==> config.mk <==
export PLATFORM = sky130hd
export DESIGN_NAME = mmio_uart_tx
export DESIGN_NICKNAME = d
export VERILOG_FILES = /design/src/rtl/mmio_uart_tx.sv
export SDC_FILE = /design/constraint.sdc
export NUM_CORES = 1
export LEC_CHECK = 0
export CAP_MARGIN = 20
export CORE_ASPECT_RATIO = 0.6
export CORE_UTILIZATION = 54
export DETAILED_ROUTE_END_ITERATION = 12
export MAX_ROUTING_LAYER = met4
export PLACE_DENSITY = 0.79
export SLEW_MARGIN = 20
export SYNTH_ARGS = -nofsm -noshare
export SYNTH_HDL_FRONTEND = slang
export SYNTH_SLANG_ARGS = --single-unit
==> constraint.sdc <==
create_clock -name clock -period 2.7 [get_ports clock]
set_input_delay 0.54 -clock clock [delete_from_list [all_inputs] [get_ports clock]]
set_output_delay 0.54 -clock clock [all_outputs]
set_load 0.01 [all_outputs]
==> src/rtl/mmio_uart_tx.sv <==
// Memory-mapped transmit-only 8N1 UART with a TX FIFO on the CPU data bus.
// Define UART_TX_IRQ_EN to add the CTRL register at 0xC and the registered irq output.
module mmio_uart_tx #(
    parameter logic [31:0] BASE_ADDR  = 32'h1000_0000,
    parameter int unsigned FIFO_DEPTH = 8,
    parameter logic [15:0] DIV_RESET  = 16'd868
) (
    input  logic        clock,
    input  logic        reset,
    input  logic        store,
    input  logic        load,
    input  logic [31:0] address,
    input  logic [31:0] store_data,
    output logic [31:0] load_data,
    output logic        hit,
    output logic        tx
`ifdef UART_TX_IRQ_EN
    ,
    output logic        irq
`endif
);
    localparam int unsigned AW = $clog2(FIFO_DEPTH);
    localparam logic [AW:0] PtrOne = (AW + 1)'(1);

    typedef enum logic [1:0] {StIdle, StStart, StData, StStop} state_e;

    state_e      state_q;
    logic [7:0]  mem_q [FIFO_DEPTH];
    logic [AW:0] wptr_q;
    logic [AW:0] rptr_q;
    logic [7:0]  shift_q;
    logic [2:0]  bit_idx_q;
    logic [15:0] baud_q;
    logic [15:0] reload;
    logic        tx_q;
    logic        overflow_q;
    logic [15:0] divisor_q;

    logic        full;
    logic        empty;
    logic        busy;
    logic        wr_en;
    logic        push;
    logic        pop;
    logic [1:0]  reg_sel;
    logic        unused_bits;

    assign hit     = address[31:4] == BASE_ADDR[31:4];
    assign reg_sel = address[3:2];
    assign wr_en   = store & hit;
    assign empty   = wptr_q == rptr_q;
    assign full    = (wptr_q[AW] != rptr_q[AW]) && (wptr_q[AW-1:0] == rptr_q[AW-1:0]);
    assign busy    = state_q != StIdle;
    // Full is sampled before any same-cycle pop, so a push while full is always dropped.
    assign push    = wr_en && (reg_sel == 2'd0) && !full;
    assign pop     = (state_q == StIdle) && !empty;
    assign reload  = divisor_q - 16'd1;
    assign tx      = tx_q;

    assign unused_bits = ^{load, address[1:0], store_data[31:16]};

    always_ff @(posedge clock) begin
        if (push) begin
            mem_q[wptr_q[AW-1:0]] <= store_data[7:0];
        end
    end

    always_ff @(posedge clock or negedge reset) begin
        if (!reset) begin
            wptr_q     <= '0;
            rptr_q     <= '0;
            overflow_q <= 1'b0;
            divisor_q  <= DIV_RESET;
        end else begin
            if (push) begin
                wptr_q <= wptr_q + PtrOne;
            end
            if (pop) begin
                rptr_q <= rptr_q + PtrOne;
            end
            if (wr_en && (reg_sel == 2'd0) && full) begin
                overflow_q <= 1'b1;
            end else if (wr_en && (reg_sel == 2'd1) && store_data[3]) begin
                overflow_q <= 1'b0;
            end
            if (wr_en && (reg_sel == 2'd2)) begin
                divisor_q <= (store_data[15:0] == 16'd0) ? 16'd1 : store_data[15:0];
            end
        end
    end

    always_ff @(posedge clock or negedge reset) begin
        if (!reset) begin
            state_q   <= StIdle;
            shift_q   <= '0;
            bit_idx_q <= '0;
            baud_q    <= '0;
            tx_q      <= 1'b1;
        end else begin
            unique case (state_q)
                StIdle: begin
                    if (!empty) begin
                        shift_q <= mem_q[rptr_q[AW-1:0]];
                        baud_q  <= reload;
                        tx_q    <= 1'b0;
                        state_q <= StStart;
                    end
                end
                StStart: begin
                    if (baud_q == 16'd0) begin
                        baud_q    <= reload;
                        tx_q      <= shift_q[0];
                        bit_idx_q <= 3'd0;
                        state_q   <= StData;
                    end else begin
                        baud_q <= baud_q - 16'd1;
                    end
                end
                StData: begin
                    if (baud_q == 16'd0) begin
                        baud_q <= reload;
                        if (bit_idx_q == 3'd7) begin
                            tx_q    <= 1'b1;
                            state_q <= StStop;
                        end else begin
                            shift_q   <= shift_q >> 1;
                            tx_q      <= shift_q[1];
                            bit_idx_q <= bit_idx_q + 3'd1;
                        end
                    end else begin
                        baud_q <= baud_q - 16'd1;
                    end
                end
                StStop: begin
                    if (baud_q == 16'd0) begin
                        state_q <= StIdle;
                    end else begin
                        baud_q <= baud_q - 16'd1;
                    end
                end
                default: state_q <= StIdle;
            endcase
        end
    end

`ifdef UART_TX_IRQ_EN
    logic irq_en_q;
    logic irq_q;

    always_ff @(posedge clock or negedge reset) begin
        if (!reset) begin
            irq_en_q <= 1'b0;
            irq_q    <= 1'b0;
        end else begin
            if (wr_en && (reg_sel == 2'd3)) begin
                irq_en_q <= store_data[0];
            end
            irq_q <= irq_en_q & empty & ~busy;
        end
    end

    assign irq = irq_q;
`endif

    always_comb begin
        load_data = '0;
        if (hit) begin
            unique case (reg_sel)
                2'd0: load_data = '0;
                2'd1: load_data = {28'd0, overflow_q, busy, empty, full};
                2'd2: load_data = {16'd0, divisor_q};
`ifdef UART_TX_IRQ_EN
                2'd3: load_data = {31'd0, irq_en_q};
`else
                2'd3: load_data = '0;
`endif
                default: load_data = '0;
            endcase
        end
    end

endmodule

# After elaboration in Yosys (flattened, before gate mapping)
# Memories as Yosys holds them, arrays and structs flattened.
# Cells that the tools add are included.
word_totals:
  register_bits: 55
  mem_bits_rw: 64
  input_bits: 68
  out_inout_bits: 34
  word_cells: 90
  n_memories: 1
mem_list:
  columns: ["memory", "words", "word_bits", "read_ports", "rd_ports_with_merged_regs", "write_ports", "line", "source"]
  rows:
  - ["mem_q", 8, 8, 1, 0, 1, "28", "logic [7:0] mem_q [FIFO_DEPTH];"]
classes:
  addsub: 5
  eq_ne: 18
  mux: 30
  bitwise: 1
  reduce_logical: 26
ops:
  columns: ["operator", "count"]
  rows:
  - ["$pmux 32 s3", 1]
  - ["$mux 16", 4]
  - ["$pmux 16 s3", 1]
  - ["$logic_not 16->1", 2]
  - ["$mux 32", 1]
  - ["$sub 16x1->16 const B", 2]
  - ["$eq 28x25->1 const B", 1]
  - ["$mux 8", 3]
  - ["$pmux 8 s2", 1]
  - ["$ne 2x2->1 const B", 7]
  - ["$reduce_and 4->1", 3]
  - ["$mux 2", 5]
  - ["$mux 3", 3]
  - ["$add 4x1->4 const B", 2]
  - ["$eq 2x2->1 const B", 4]
  - ["$logic_and 1x1->1", 8]
  - ["$mux 1", 8]
  - ["$pmux 2 s4", 1]
  - ["$reduce_bool 2->1", 4]
  - ["$pmux 3 s2", 1]
  - ["$reduce_and 5->1", 1]
  - ["$eq 2x1->1 const B", 2]
  - ["$eq 4x4->1", 1]
  - ["$logic_not 2->1", 2]
  - ["10 further kinds", 12]

# Depth between registers and ports, before layout
# Gate-level depths: netlist of the first run.
logic_depth:
  word_depth: 6
  mapped_depth: 10

# Least setup slack after synthesis of the first run
# Ideal clock, no wire load.
synth_path:
  path_type: "input -> register"
  startpoint: "input port address[6]"
  endpoint: "memory mem_q[0][0], enable pin"
  arrival_time_ps: 2298
  t_required_ps: 2317
  path_slack_ps: 19
  cell_stages: 7
  path_buffers: 1
  path_cell_list: "nor4_1 nand4_1 or2_1 buf_6 nor3b_4 nand2b_1 nor3_1"
synth_between:
  elab_chain_cells: 6
synth_lines:
  columns: ["element", "line", "source"]
  rows:
  - ["from (decl)", "12", "input logic [31:0] address,"]
  - ["$eq 28x25->1", "48", "assign hit = address[31:4] == BASE_ADDR[31:4];"]
  - ["$and 1x1->1", "50", "assign wr_en = store & hit;"]
  - ["$logic_and 1x1->1 (2 in a row)", "55", "assign push = wr_en && (reg_sel == 2'd0) && !full;"]
  - ["$mux 1", "63", "if (push) begin"]
  - ["$mux 1 (implied by the code)", "64", "mem_q[wptr_q[AW-1:0]] <= store_data[7:0];"]
  - ["to (decl)", "28", null]
# No other way between the ends.

# Final worst setup path of the first run
layout_path:
  startpoint: "input port address[27]"
  endpoint: "output port hit"
layout_between:
  elab_chain_cells: 1
layout_lines:
  columns: ["element", "line", "source"]
  rows:
  - ["$eq 28x25->1", "48", null]
  - ["to (decl)", "15", "output logic hit,"]
# No other way between the ends.

==> results.md, run 1 <==
- Setup crit start kind: primary input
- Fmax: approximately 380 MHz
- Adder-cell area share of the yosys netlist: 2.253%
- Count leader, synth: edfxtp_1
- Drt pass-1 iters: 5
- CP endpoint kind: output pin
- Crit path capture: hit
- Mux cell area share after synthesis: 12.62%
- Mapped Cells: 475
- Synth warnings: 0
- Root buffer cell: clkbuf_16
- Final Hold Viols: 0
- Reg clk slew, reported paths: 0.06 ns
- CTS tree: built
- Port bufs: 66
- CP arrival: between 2 and 2.5 ns
- Post-DP Area: approximately 7000 um2
- Die ar.: 11760 um2
- RR Startpoint: baud_q[0]
- Synth unique cells: 64
- CTS sink count: 119
- TritonCTS buffer count: 17
- Synth cell count leaders: edfxtp_1, dfrtp_1, nand2_1
- Dominant synthesized flop cell: edfxtp_1
- Top cells by area, synth: edfxtp_1, dfrtp_1, mux4_2
- Post-route setup slack: 0.05667 ns
- Post-CTS Hold Fix Bufs: 0
- Initial antenna violation count: 0
- Final WL: between 10 and 15 mm
- Post-synth top area share: 31.46%
- DRC Markers: 0
- Die H: 84.39 um
- Static Leak: ~3.1 nW
- Initial cell density of the core: 56.69%
- Detailed router's first-iteration violation count: about 360
- Core area: 10780 um2
- Status: finished, final reports clean
- Worst Tran Pin Value: about 0.74 ns
- Rows: 29
- Inserted Diodes: 0
- Finished Cell Area: about 7600 um2
- Seq/Total Area, Yosys: between 50% and 60%
- Fraction of the mapped netlist area in simple logic gates: 13.07%
- Number of top-level pins: approximately 100
- Min Clock Period, post-route: 2.643 ns
- Worst min-delay path category: primary input to async pin
- Die X: 139.3 um
- Hpwl dp: 9.807 mm
- XOR/XNOR Fraction of Synth Area: 3.707%
- First-pass GRT wire length: 23.03 mm
- Headroom to the max-slew limit: 50.68%
- Largest family of logic cells by synthesized area: simple AND/OR/NAND/NOR gates
- GRT Residual Overflow: 0
- R2R Path End: baud_q[2]
- Gr usage total: 27.14%
- Setup TNS: 0 ns
- CP required: 2.16 ns
- Period Utilization, post-route: 97.90%
- Area growth, synth to finish: 24.62%
- GP Congestion: 0.8341
- Share of cells above drive strength 1: 27.03%
- MaxCap Viol Count: 0
- Vias after detailed routing: 4388
- EDFF count, synth: 64
- Net count, final: 658
- Critical path origin: address[27]
- Cell area power density: 675.9 nW/um2
- # setup viols final: 0
- Post-synth ARST share: 46.22%
- Worst Clk Skew: between 0.004 and 0.005 ns
- Crit-path max FO: 14
- WL/cell: 19.85 um
- Dpl ws: -0.4251 ns
- Max Slew Vio Count: 0
- Cell taking the most area after synthesis: edfxtp_1
- Pin count of the biggest net entering global routing: 31
- Mapped Avg Cell Area: 12.86 um2
- Vias per inst: 6.003
- FF-to-FF path depth: 8
- Fin util: 70.65%
- R2R setup slack: 0.20 ns
- Compound-gate portion of the synthesized area: 8.806%
- Kind of critical path: primary input to output pin
- CTS Buffer Depth: 2
- Fillcell total: 689
- Detail Route Antenna Nets: 0
- Synth Register Bits: 119
- CTS H-tree depth: 4
- Maximum VDD drop: 0.5415 mV
- Clock latency at the later pin of the worst-skew pair: 0.41 ns
- Syn Std Cell Area: 6110 um2
- Vias in the first global route: 4304
## power by group
group	total, W	internal (W)	switching (W)	leakage [nW]
sequential	0.00197	0.00194	0.0000269	1.31
clock	0.00221	0.00130	0.000908	0.284
combinational	0.000967	0.000406	0.000561	1.51
## registers in the layout, indices dropped and copies added, names as in the netlist
name	count
divisor_q	16
bit_idx_q	3
baud_q	16
shift_q	8
wptr_q	4
tx	1
overflow_q	1
rptr_q	4
state_q	2
mem_q	64
## how the worst min path moves through the flow
| stage | slack [ns] | cells past startpoint | from | end |
|---|---|---|---|---|
| 2_1_floorplan | 0.24 | 0 | reset | baud_q[0] |
| 3_3_place_gp | 0.48 | 1 | wptr_q[3] | wptr_q[3] |
| 3_5_place_dp | 0.48 | 1 | wptr_q[3] | wptr_q[3] |
| 4_1_cts | 0.19 | 1 | reset | bit_idx_q[2] |
| 5_1_grt | 0.23 | 1 | reset | shift_q[2] |
| 6_report | 0.17 | 1 | reset | shift_q[2] |
## layout by cell type (no fill, tap or decap), types with 7 or more instances in the layout
| cell type | instances |
|---|---|
| and3_1 | 13 |
| a22o_1 | 15 |
| xnor2_1 | 13 |
| mux2_2 | 12 |
| dfrtp_1 | 49 |
| mux2_4 | 7 |
| clkdlybuf4s50_1 | 48 |
| o21ai_0 | 26 |
| nor3_1 | 10 |
| nor4_1 | 12 |
| o22ai_1 | 7 |
| ha_1 | 11 |
| edfxtp_1 | 64 |
| a21oi_1 | 8 |
| nand2_1 | 30 |
| mux2i_1 | 8 |
| inv_1 | 10 |
| inv_6 | 7 |
| clkbuf_16 | 17 |
| nor2_1 | 26 |
| buf_4 | 40 |
| clkbuf_2 | 14 |
| mux4_2 | 16 |
| nand3_1 | 7 |
| xor2_1 | 11 |
| conb_1 | 16 |
## cells by family (layout without fill, tap and decap cells)
logic type	after synthesis	count (layout)
AO/OA/AOI/OAI	81	81
XOR/XNOR	25	25
adder cells (fa/ha/maj)	11	11
buffers and inverters	50	152
flip-flops	119	119
multiplexers	50	50
other	1	16
AND/OR/NAND/NOR	138	138
## worst max-delay path, cell delays in order
cell	delay [ns]
clkdlybuf4s50_1	0.42
nor4b_2	0.30
nand3_1	0.12
or2_4	0.31
inv_8	0.10
buf_4	0.10
clkdlybuf4s15_1	0.22
## area by class of cell
cell class	count	area (um2)	share of cell area [%]
multi-input cells	321	2585	33.95
flip-flops and latches	119	3306	43.42
clock inverters	15	156.4	2.054
clock buffers	17	425.4	5.588
inverters	11	48.80	0.6409
repair buffers	109	918.4	12.06
well taps	139	173.9	2.284
## routing by layer
| metal | global-route usage (%) | share of wire (%) |
|---|---|---|
| met4 | 9.192 | 1.6 |
| met1 | 36.95 | 44 |
| met5 | - | 0 |
| met2 | 40.02 | 46 |
| met3 | 6.560 | 8.3 |
## stage by stage
stage	hold WS [ns]	total power [W]	cells
3_3_place_gp	0.4814	0.002884	696
4_1_cts	0.1900	0.005151	728
6_report	0.1715	0.005146	731
2_1_floorplan	0.2444	0.002685	490
5_1_grt	0.2290	0.005327	731
3_5_place_dp	0.4795	0.002929	696
## timing repair
| item | in CTS | in global routing |
|---|---|---|
| pin swaps | 4 | 2 |
| resized for setup | 37 | 29 |
| buffers inserted | 0 | 3 |
| endpoints found under the setup margin | 31 | 70 |
No activity file was read; power rests on OpenSTA's default activity.
==> inputs of run 2 (changes only) <==
--- a/config.mk
+++ b/config.mk
@@ -7,10 +7,11 @@
 export LEC_CHECK = 0
 export CAP_MARGIN = 20
 export CORE_ASPECT_RATIO = 0.6
-export CORE_UTILIZATION = 54
+export CORE_UTILIZATION = 35
+export CTS_BUF_LIST = sky130_fd_sc_hd__clkbuf_8
 export DETAILED_ROUTE_END_ITERATION = 12
 export MAX_ROUTING_LAYER = met4
-export PLACE_DENSITY = 0.79
+export PLACE_DENSITY = 0.54
 export SLEW_MARGIN = 20
 export SYNTH_ARGS = -nofsm -noshare
 export SYNTH_HDL_FRONTEND = slang
==> constraint.sdc (replaced) <==
create_clock -name clock -period 2.91 [get_ports clock]
set_input_delay 0.582 -clock clock [delete_from_list [all_inputs] [get_ports clock]]
set_output_delay 0.582 -clock clock [all_outputs]
set_load 0.01 [all_outputs]
==> run 2 against run 1 <==
  * Non-clock buffer count decreased by 6
  * Sequential power down 8%
  * Critical path type unchanged
  * Register-to-register slack better by 0.27 ns
  * Setup slack better by 0.036 ns
  * Highest routed layer unchanged
==> results.md, run 2 (synthesis gave the netlist of run 1 again) <==
- First-pass GRT wire length: about 24 mm
- Gr usage total: 17.75%
- Drt pass-1 iters: 5
- Most frequent cells in the layout: edfxtp_1, dfrtp_1, clkdlybuf4s50_1
- R2R setup slack: 0.47 ns
- Dpl ws: -0.3136 ns
- CP endpoint kind: output pin
- Max Slew Vio Count: 0
- FF-to-FF path depth: 8
- Share of cells above drive strength 1: 22.53%
- Slowest cell on the critical path: clkdlybuf4s50_1
- Core area: 16620 um2
- Finished Cell Area: 7478 um2
- Crit path buf inv count: 3
- Pin count of the biggest net entering global routing: 41
- MaxCap Viol Count: 0
- Post-DP Area: ~7000 um2
- Inserted Diodes: 0
- Crit-path max FO: 14
- Fmax: 355.0 MHz
- # setup viols final: 0
- Die H: 104.3 um
- Worst Clk Skew: between 0.015 and 0.02 ns
- Min Clock Period, post-route: 2.817 ns
- Detail Route Antenna Nets: 0
- Headroom to the max-slew limit: about 49%
- Crit path capture: load_data[5]
- Worst-path cell chain: clkdlybuf4s50_1 -> nor4_1 -> nand3_1 -> or2_4 -> clkinv_4 -> and3_1 -> dlygate4sd2_1
- Setup crit start kind: primary input
- Clock latency at the later pin of the worst-skew pair: between 0.4 and 0.5 ns
- Root buffer cell: clkbuf_8
- Rows: 36
- Port bufs: 66
- Leading cell type in the layout, fill and taps excluded: edfxtp_1
- Final WL: ~15 mm
- Die ar.: 18010 um2
- Number of top-level pins: 102
- Post-route setup slack: between 0.09 and 0.1 ns
- Worst min-delay path category: primary input to async pin
- Initial cell density of the core: between 30% and 40%
- Levels on crit path: 7
- Max FFs per register: 64
- Static Leak: approximately 3 nW
- CTS H-tree depth: 4
- Net count, final: 652
- Final Hold Viols: 0
- Kind of critical path: primary input to output pin
- Fillcell total: around 1500
- Worst Tran Pin Value: 0.7632 ns
- Die X: around 170 um
- CTS sink count: 119
- CP delay by family, top: simple AND/OR/NAND/NOR gates
- GRT Residual Overflow: 0
- CTS Buffer Depth: 2
- Vias in the first global route: between 4000 and 5000
- RSZ-0062 raised after global routing: false
- GP Congestion: between 0.8 and 0.9
- Area growth, synth to finish: 22.40%
- CTS tree: built
- RR Startpoint: baud_q[0]
- Initial antenna violation count: 1
- CP required: 2.33 ns
- Period Utilization, post-route: between 90% and 100%
- CP arrival: 2.23 ns
- TritonCTS buffer count: 17
- Reg clk slew, reported paths: 0.08 ns
- Status: finished, final reports clean
- Critical path origin: address[25]
- Maximum VDD drop: 0.2710 mV
- Cell area power density: 552.7 nW/um2
- DRC Markers: 0
- Post-CTS Hold Fix Bufs: 0
- R2R Path End: shift_q[3]
- Vias after detailed routing: 4204
- Hpwl dp: 10.62 mm
- WL/cell: 17.98 um
- Detailed router's first-iteration violation count: between 300 and 400
- Vias per inst: 5.165
- Largest stage delay, worst path: approximately 0.40 ns
==> run 2: changes by cell type in the layout (fill, tap and decap cells not counted), sizes merged <==
cell           previous run  this run
buf                      46        39
bufinv                    1         0
clkbuf                   31        17
clkdlybuf4s15             1         0
clkinv                    4         2
clkinvlp                  1         3
dlygate4sd2               0        16
inv                      20        21
==> run 2: worst min-delay path by stage <==
| stage | startpoint | end | slack [ns] | cells after the start |
|---|---|---|---|---|
| final | reset | bit_idx_q[2] | 0.05 | 1 |
| after floorplan | reset | baud_q[0] | 0.29 | 0 |
| after detailed placement | wptr_q[3] | wptr_q[3] | 0.49 | 1 |
| after CTS | reset | baud_q[13] | 0.04 | 1 |
| after global placement | wptr_q[3] | wptr_q[3] | 0.48 | 1 |
| after global routing | reset | baud_q[13] | 0.06 | 1 |
==> run 2: per-layer routing <==
| metal | vias to the layer above | track usage [%] | wire, um |
|---|---|---|---|
| li1 | 1971 | - | - |
| met1 | 2089 | 26.82 | 7769 |
| met2 | 128 | 23.99 | 6065 |
| met3 | 16 | 3.180 | 680 |
| met4 | 0 | 4.783 | 123 |
| met5 | - | - | 0 |
==> run 2: cell type report <==
class / count / area (um2) / share of cell area, %
Multi-Input combinational cell: 321 / 2546 / 34.05
Sequential cell: 119 / 3306 / 44.20
Clock inverter: 15 / 150.1 / 2.008
Inverter: 11 / 46.29 / 0.6190
Timing Repair Buffer: 103 / 910.9 / 12.18
Tap cell: 228 / 285.3 / 3.815
Clock buffer: 17 / 234.0 / 3.129
==> run 2: metrics by stage <==
stage	TNS (ns)	power (W)	utilization [%]	cells	hold slack, ns
after floorplan	0	0.002491	-	490	0.2864
after global placement	-15.46	0.002676	42.71	782	0.4823
after detailed placement	-13.27	0.002692	42.71	782	0.4887
after CTS	0	0.004166	44.99	814	0.03909
after global routing	0	0.004337	44.99	814	0.06166
final	0	0.004133	44.99	814	0.04610
==> run 2: power by group <==
| group | switching (W) | internal, W |
|---|---|---|
| Combinational | 0.000491 | 0.000353 |
| Clock | 0.000825 | 0.000641 |
| Sequential | 0.0000233 | 0.00180 |
| Total | 0.00134 | 0.00279 |
==> run 2: worst register-to-register path, stage by stage (launching register included) <==
cell	delay [ns]
dfrtp_1	0.43
inv_1	0.12
ha_1	0.15
nor3b_1	0.29
and4_1	0.43
and2b_4	0.25
mux2i_4	0.11
nor2_8	0.22
mux2_4	0.32
==> run 2: what timing repair did <==
item | CTS | global route
endpoints found under the setup margin | 17 | 0
setup buffers | 0 | 0
resized for setup | 21 | 0
==> inputs of run 3 (changes only) <==
--- a/config.mk
+++ b/config.mk
@@ -16,3 +16,4 @@
 export SYNTH_ARGS = -nofsm -noshare
 export SYNTH_HDL_FRONTEND = slang
 export SYNTH_SLANG_ARGS = --single-unit
+export TNS_END_PERCENT = 5
==> run 3 against run 2 <==
  * Flip-flop and latch count stayed put
  * Register-to-register slack hardly changed
  * Cell count is 0.37% higher
  * First-iteration DRC count is 18% lower
  * Clock-buffer cell count stayed put
  * Global-route usage stayed put
  * Fmax is 0.31% higher
  * Clock skew is 0.00064 ns higher
  * Utilization is 0.19 points higher
  * Critical path depth stayed put
  * Sequential power hardly changed
==> results.md, run 3 (synthesis gave the netlist of run 1 again) <==
- Status: finished, final reports clean
- Kind of critical path: primary input to output pin
- TritonCTS buffer count: 17
- Setup TNS: 0 ns
- Initial antenna violation count: 1
- CP required: around 2.3 ns
- Die ar.: 18010 um2
- Post-route setup slack: 0.1018 ns
- Gr usage total: approximately 18%
- DRC Markers: 0
- Reg clk slew, reported paths: around 0.08 ns
- Die X: between 150 and 200 um
- Area growth, synth to finish: 22.92%
- WL/cell: 17.97 um
- Fin util: 45.18%
- Drt pass-1 iters: 4
- Max FFs per register: 64
- Port bufs: 66
- Pin count of the biggest net entering global routing: slightly above 40
- CP endpoint kind: output pin
- Share of cells above drive strength 1: a little under a quarter
- Setup crit start kind: primary input
- Vias after detailed routing: 4240
- Vias per inst: 5.190
- Leading cell type in the layout, fill and taps excluded: edfxtp_1
- Rows: 36
- Final WL: 14.69 mm
- Final Hold Viols: 0
- CTS H-tree depth: 4
- GRT Residual Overflow: 0
- Die H: roughly 100 um
- FF-to-FF path depth: 8
- Initial cell density of the core: between 30% and 40%
- Worst-path cell chain: clkdlybuf4s50_1 -> nor4_1 -> nand4_1 -> or2_4 -> buf_4 -> nor2_1 -> clkdlybuf4s15_1
- RR Startpoint: baud_q[0]
- Worst min-delay path category: primary input to async pin
- Headroom to the max-slew limit: 47.84%
- Max Slew Vio Count: 0
- Most frequent cells in the layout: edfxtp_1, dfrtp_1, clkdlybuf4s50_1
- Maximum VDD drop: around 0.27 mV
- Vias in the first global route: slightly above 4000
- Crit-path max FO: 4
- CTS sink count: ~120
- Cell area power density: 550.7 nW/um2
- Final Non-Filler Cells: 817
- Placed cell count: 782
- Root buffer cell: clkbuf_8
- CP arrival: approximately 2.2 ns
- Min Clock Period, post-route: 2.808 ns
- Critical path origin: address[16]
- Period Utilization, post-route: between 90% and 100%
- Hold_ws: 0.04286 ns
- # setup viols final: 0
- Dpl ws: -0.3136 ns
- GP Congestion: between 0.8 and 0.9
- Slowest cell on the critical path: clkdlybuf4s50_1
- Post-CTS Hold Fix Bufs: 0
- First-pass GRT wire length: 23.65 mm
- Fmax: 356.1 MHz
- CTS tree: built
- Worst Tran Pin Value: approximately 0.8 ns
- CTS Buffer Depth: 2
- Worst Clk Skew: 0.01834 ns
- Clock latency at the later pin of the worst-skew pair: 0.45 ns
- Static Leak: a little over 3 nW
- Detailed router's first-iteration violation count: 279
- MaxCap Viol Count: 0
- Fillcell total: 1514
- Hpwl dp: 10.62 mm
- Number of top-level pins: slightly above 100
- Inserted Diodes: 0
- Detail Route Antenna Nets: 0
- Largest stage delay, worst path: approximately 0.40 ns
- Core area: 16620 um2
- Net count, final: 655
## run 3: cell count changes in the layout (fill, tap and decap cells not counted)
cell             previous run  this run
dlygate4sd2_1              16        13
nor3_2                      0         1
dlymetal6s2s_1              0         1
nor3_1                     13        12
buf_4                      38        40
clkbuf_2                    0         1
clkdlybuf4s15_1             0         2
## run 3: critical path, delay by kind of cell
kind                   cells  cell delay (ns)
and+or+nand+nor            4             0.85
buffers and inverters      3             0.80
## run 3: path summary, 6_finish.rpt
kind / endpoint / slack, ns
worst min register to register: rptr_q[3] / 0.51
worst max register to register: shift_q[3] / 0.48
worst min-delay path: bit_idx_q[2] / 0.04
min in group clock: rptr_q[3] / 0.51
max in group asynchronous: divisor_q[2] / 1.98
worst max-delay path: load_data[1] / 0.10
## run 3: layout make-up
class / instances / area, um2 / share of cell area [%]
flip-flops and latches: 119 / 3306 / 44.02
clock inverters: 15 / 150.1 / 1.999
clock buffers: 17 / 234.0 / 3.116
repair buffers: 106 / 937.1 / 12.48
multi-input cells: 321 / 2551 / 33.97
inverters: 11 / 46.29 / 0.6165
well taps: 228 / 285.3 / 3.799
## run 3: repair_timing
item                       CTS  global route
gates resized for setup     20             6
setup endpoints to repair   17             1
pin swaps                    5             2
setup buffers                0             3
## run 3: power breakdown
| group | leakage [nW] | switching [W] | total (W) | internal, W |
|---|---|---|---|---|
| Sequential | 1.31 | 0.0000234 | 0.00182 | 0.00180 |
| Combinational | 1.55 | 0.000491 | 0.000844 | 0.000353 |
| Clock | 0.189 | 0.000828 | 0.00147 | 0.000641 |
## run 3: routing by layer
metal	vias to the layer above	GRT usage [%]	wire length [um]
met2	145	23.99	6076
met3	18	3.180	835
met4	0	4.783	163
li1	1970	-	-
met1	2107	26.82	7610
met5	-	-	0
## run 3: stage by stage
| stage | instance area [um2] | total power (W) |
|---|---|---|
| floorplan | 6166 | 0.002491 |
| global placement | 7098 | 0.002676 |
| detailed placement | 7098 | 0.002692 |
| CTS | 7481 | 0.004166 |
| global route | 7510 | 0.004337 |
| finish | 7510 | 0.004135 |
